## src/rtl/bus_arbiter_rr4_pkg.sv

```systemverilog
// Shared definitions for the 4-way round-robin bus arbiter.
package bus_arbiter_rr4_pkg;
    localparam int N_REQ = 4;
    localparam int SEL_W = 2;

    typedef enum logic {
        ST_IDLE  = 1'b0,
        ST_GRANT = 1'b1
    } state_e;
endpackage

```

## src/rtl/MUX32_4.sv

```systemverilog
// 32-bit 4:1 data mux; select 0 picks data1_i.
module MUX32_4 (
    input  logic [1:0]  select_i,
    input  logic [31:0] data1_i,
    input  logic [31:0] data2_i,
    input  logic [31:0] data3_i,
    input  logic [31:0] data4_i,
    output logic [31:0] data_o
);
    // Plain select decode
    always_comb begin
        data_o = data1_i;
        unique case (select_i)
            2'd0: data_o = data1_i;
            2'd1: data_o = data2_i;
            2'd2: data_o = data3_i;
            2'd3: data_o = data4_i;
        endcase
    end
endmodule

```

## src/rtl/bus_arbiter_rr4.sv

```systemverilog
// Round-robin arbiter sharing one 32-bit result path between 4 requesters.
// Grants are held for a whole burst (until last or the MAX_BURST cap) and the
// winning beat is captured in a single-entry valid/ready output register.
//
//   state    | meaning
//   ST_IDLE  | no grant; pick next winner starting at ptr
//   ST_GRANT | sel owns the path until last beat or burst cap
module bus_arbiter_rr4
    import bus_arbiter_rr4_pkg::*;
#(
    parameter int DATA_W    = 32,
    parameter int MAX_BURST = 16
) (
    input  logic                    clk_i,
    input  logic                    rst_i,
    input  logic [N_REQ-1:0]        req_valid_i,
    input  logic [N_REQ*DATA_W-1:0] req_data_i,
    input  logic [N_REQ-1:0]        req_last_i,
    output logic [N_REQ-1:0]        req_ready_o,
    output logic                    out_valid_o,
    output logic [DATA_W-1:0]       out_data_o,
    output logic [SEL_W-1:0]        out_src_o,
    output logic                    out_last_o,
    input  logic                    out_ready_i,
    output logic                    busy_o
);
    localparam int CNT_W = $clog2(MAX_BURST);
    localparam logic [CNT_W-1:0] CNT_LAST = CNT_W'(MAX_BURST - 1);

    state_e            state_q;
    logic [SEL_W-1:0]  ptr_q, sel_q;
    logic [CNT_W-1:0]  beat_cnt_q;
    logic              out_valid_q, out_last_q;
    logic [DATA_W-1:0] out_data_q;
    logic [SEL_W-1:0]  out_src_q;

    logic [SEL_W-1:0]  sel_d, ptr_d;
    logic [CNT_W-1:0]  beat_cnt_d;
    logic [DATA_W-1:0] mux_data;
    logic              out_free, xfer, burst_end;

    // First valid index at or after start, wrapping mod N_REQ
    function automatic logic [SEL_W-1:0] rr_pick(input logic [N_REQ-1:0] valid,
                                                 input logic [SEL_W-1:0] start);
        logic [SEL_W-1:0] pick;
        logic [SEL_W-1:0] idx;
        pick = start;
        for (int i = N_REQ - 1; i >= 0; i--) begin
            idx = start + SEL_W'(i);
            if (valid[idx]) pick = idx;
        end
        return pick;
    endfunction

    MUX32_4 u_mux (
        .select_i (sel_q),
        .data1_i  (req_data_i[0*DATA_W +: DATA_W]),
        .data2_i  (req_data_i[1*DATA_W +: DATA_W]),
        .data3_i  (req_data_i[2*DATA_W +: DATA_W]),
        .data4_i  (req_data_i[3*DATA_W +: DATA_W]),
        .data_o   (mux_data)
    );

    assign out_free   = !out_valid_q | out_ready_i;
    assign xfer       = req_valid_i[sel_q] & req_ready_o[sel_q];
    assign burst_end  = req_last_i[sel_q] | (beat_cnt_q == CNT_LAST);
    assign sel_d      = rr_pick(req_valid_i, ptr_q);
    assign ptr_d      = sel_q + SEL_W'(1);
    assign beat_cnt_d = beat_cnt_q + CNT_W'(1);

    // Only the granted requester may see ready, and only when the output slot frees up
    always_comb begin
        req_ready_o = '0;
        if (state_q == ST_GRANT) req_ready_o[sel_q] = out_free;
    end

    // Arbitration FSM plus the single-entry output register
    always_ff @(posedge clk_i or posedge rst_i) begin
        if (rst_i) begin
            state_q     <= ST_IDLE;
            ptr_q       <= '0;
            sel_q       <= '0;
            beat_cnt_q  <= '0;
            out_valid_q <= 1'b0;
            out_data_q  <= '0;
            out_src_q   <= '0;
            out_last_q  <= 1'b0;
        end else begin
            if (xfer) begin
                out_valid_q <= 1'b1;
                out_data_q  <= mux_data;
                out_src_q   <= sel_q;
                out_last_q  <= req_last_i[sel_q];
            end else if (out_valid_q && out_ready_i) begin
                out_valid_q <= 1'b0;
            end

            unique case (state_q)
                ST_IDLE: begin
                    if (|req_valid_i) begin
                        sel_q      <= sel_d;
                        beat_cnt_q <= '0;
                        state_q    <= ST_GRANT;
                    end
                end
                ST_GRANT: begin
                    if (xfer) begin
                        if (burst_end) begin
                            // counter is cleared rather than incremented so it never wraps
                            beat_cnt_q <= '0;
                            ptr_q      <= ptr_d;
                            state_q    <= ST_IDLE;
                        end else begin
                            beat_cnt_q <= beat_cnt_d;
                        end
                    end
                end
            endcase
        end
    end

    assign out_valid_o = out_valid_q;
    assign out_data_o  = out_data_q;
    assign out_src_o   = out_src_q;
    assign out_last_o  = out_last_q;
    assign busy_o      = (state_q == ST_GRANT);
endmodule

```

## config.mk

```make
export PLATFORM = sky130hd
export DESIGN_NAME = bus_arbiter_rr4
export DESIGN_NICKNAME = d
export VERILOG_FILES = /design/src/rtl/bus_arbiter_rr4_pkg.sv /design/src/rtl/MUX32_4.sv /design/src/rtl/bus_arbiter_rr4.sv
export SDC_FILE = /design/constraint.sdc
export NUM_CORES = 1
export LEC_CHECK = 0
export BUFFER_PORTS_ARGS = -buffer_cell sky130_fd_sc_hd__buf_2
export CORE_ASPECT_RATIO = 1.75
export CORE_UTILIZATION = 46
export CTS_CLUSTER_SIZE = 14
export DETAILED_ROUTE_END_ITERATION = 16
export PLACE_DENSITY = 0.95
export SLEW_MARGIN = 5
export SYNTH_ARGS = -nofsm -noshare
export SYNTH_HDL_FRONTEND = slang
export SYNTH_SLANG_ARGS = --single-unit
export TNS_END_PERCENT = 50
```

## constraint.sdc

```tcl
create_clock -name clk_i -period 4.6 [get_ports clk_i]
set_clock_uncertainty 0.05 [all_clocks]
set_input_delay 0.69 -clock clk_i [delete_from_list [all_inputs] [get_ports clk_i]]
set_output_delay 0.69 -clock clk_i [all_outputs]
set_load 0.01 [all_outputs]
```

==> impl_metrics.json <==
{
  "ant_nets": 0,
  "clkLatencyLatePin_ns": 0.29,
  "drt-initial-drc-count": 267,
  "io_pins": 180,
  "grt_pass1_wl_um": 13200,
  "overflow": 0,
  "cp_cell_sequence": "inv_1 -> ha_1 -> buf_4 -> and3_1 -> buf_2",
  "r2r_setup_slack_ns": 1.94,
  "syn_area_mm2": 0.00274,
  "final_nets": 583,
  "rsz0062_at_grt": "no",
  "diodes": 0,
  "cts_setup_buffers": 0,
  "topRoutingLayerUsed": "met4",
  "power_density_mw_per_mm2": 576,
  "tns_ns": 0,
  "via_per_inst": 5.72,
  "avgSynthCellArea_um2": 10.1,
  "die_w_um": 60.3,
  "synthAdderAreaFrac": 0.0274,
  "synth_seq_area_share": 0.412,
  "synth_compound_area_frac": 0.224,
  "setup_viol": 0,
  "power_leakage_nw": 1.90,
  "yosys.area_share.simple": 0.123,
  "hold_class": "reg -> reg",
  "synth_edf_count": 0,
  "grt_pass1_vias": 2899,
  "dieArea_mm2": 0.00627,
  "min_period_ns": 2.67,
  "slew_headroom": 0.366,
  "path_max_fanout": 33,
  "wl_um": 8560,
  "area_growth_pct": 36.5,
  "cts_resized": 0,
  "grt_max_degree": 65,
  "synth_cells": 272,
  "status": "finished clean",
  "wl_met3_um": 540,
  "gp_congestion": 0.868,
  "yosysUniqueCellTypes": 35,
  "drc": 0,
  "ys.flop_type": "dfrtp_1",
  "synth_top_family_by_area": "compound AO/OA/AOI/OAI gates",
  "via_count": 2947,
  "htree_levels": 2,
  "cts.clk_slew.worst_paths_ns": 0.08,
  "endpoint_kind": "output pin",
  "slowest_stage": "dfrtp_1",
  "ys_ff_latch": 45,
  "fmax_mhz": 374,
  "dr_wl_met2_um": 4690,
  "initial_core_util": 0.486,
  "required_ns": 3.86,
  "hold_buffers": 0,
  "ys.warnings.count": 0,
  "syn-num-nets": 417,
  "ir_drop_mv": 0.368,
  "worstSetupPathType": "reg -> out",
  "cts_tree": "done",
  "fillers": 440,
  "grt_usage": 0.278,
  "fin_util": 0.664,
  "ys_async_sr_fraction": 1.00,
  "drive_gt1_frac": 0.533,
  "tritoncts.num_buffers": 5,
  "crit_arrival_ns": 1.93,
  "core_mm2": 0.00563,
  "num_rows": 36,
  "maxSlewViolCount": 0,
  "critPathLaunchType": "flip-flop",
  "cp_top_family": "buffers and inverters",
  "port_buffers": 179,
  "hpwl_um": 6230,
  "maxCapViolations": 0,
  "dieHeight_um": 104,
  "antenna_found_initial": 0,
  "synthXorXnorAreaFrac": 0,
  "cts_sinks": 45,
  "muxShareOfSynthArea": 0.165,
  "final_common_cell": "buf_2",
  "cts-root-buf": "clkbuf_8",
  "layout_common_cells": "179 x buf_2, 45 x dfrtp_1, 42 x nand2_1",
  "tightest_slew_ns": 0.952,
  "met1_length_um": 3080,
  "crit_buf_inv": 3,
  "clock_path_buffers": 2,
  "wl_per_cell_um": 16.6,
  "crit_path_max_incr_delay_ns": 0.48,
  "period_share": 0.581,
  "first_pass_iters": 7,
  "hold_violations": 0,
  "total_power_w": 0.00215
}
## layout make-up
type / instances / area (µm²) / area share
Clock buffer: 6 / 82.6 / 0.0221
Sequential cell: 45 / 1130 / 0.301
Clock inverter: 2 / 13.8 / 0.00368
Inverter: 6 / 22.5 / 0.00603
Tap cell: 76 / 95.1 / 0.0255
Multi-Input combinational cell: 198 / 1480 / 0.396
Timing Repair Buffer: 182 / 918 / 0.246
## kinds of logic after synthesis
group           count (synthesis)
simple gates                   70
compound gates                 84
mux                            38
fa+ha+maj                       6
buf+inv                        29
flops                          45
## synth_stat cells (3+ instances only)
cell type | instances | area share
a21oi_1 | 4 | 0.0073
clkbuf_1 | 16 | 0.022
mux2_2 | 35 | 0.14
nand2b_1 | 4 | 0.0091
nand3_1 | 3 | 0.0055
and3_1 | 4 | 0.0091
inv_1 | 5 | 0.0069
dfrtp_1 | 45 | 0.41
nand2_1 | 42 | 0.058
a222oi_1 | 32 | 0.12
nor2_1 | 4 | 0.0055
ha_1 | 6 | 0.027
buf_2 | 3 | 0.0055
nor2b_1 | 3 | 0.0069
buf_6 | 3 | 0.012
o211ai_1 | 3 | 0.0082
o21ai_0 | 37 | 0.068
## routing by layer
layer,vias up,track usage
met5,-,0
met4,0,0.115
met3,30,0.0435
met2,161,0.520
met1,1371,0.283
li1,1385,-
## report_power, final
part / internal (W) / total [W] / switching, W
Combinational: 0.000555 / 0.00121 / 0.000652
Sequential: 0.000572 / 0.000691 / 0.000118
Clock: 0.000122 / 0.000253 / 0.000131
Total: 0.00125 / 0.00215 / 0.000902
## state kept, by name (all words and copies together) (netlist names)
name         count
out_data_o      32
beat_cnt_q       4
out_src_o        2
ptr_q            2
sel_q            2
busy_o           1
out_last_o       1
out_valid_o      1
## path summary, 6_finish.rpt
path                                            startpoint                         end  cells after the start
worst max-delay path                  sel_q[0]$_DFFE_PP0P_              req_ready_o[2]                      5
worst min-delay path            out_data_o[15]$_DFFE_PP0P_  out_data_o[15]$_DFFE_PP0P_                      1
worst max register to register        sel_q[0]$_DFFE_PP0P_  out_data_o[27]$_DFFE_PP0P_                      6
worst min register to register  out_data_o[15]$_DFFE_PP0P_  out_data_o[15]$_DFFE_PP0P_                      1
max in group asynchronous                            rst_i        sel_q[1]$_DFFE_PP0P_                      2
min in group asynchronous                            rst_i   out_data_o[6]$_DFFE_PP0P_                      2
## stage by stage
step	cells	setup slack [ns]	cell area, µm²	hold slack [ns]
floorplan	272	2.27	2740	0.437
global placement	507	2.05	3640	0.424
detailed placement	507	1.96	3640	0.426
CTS	515	1.95	3740	0.447
global route	515	1.76	3740	0.473
finish	515	1.93	3740	0.445
Note: power is estimated with default switching activity, not from simulation.
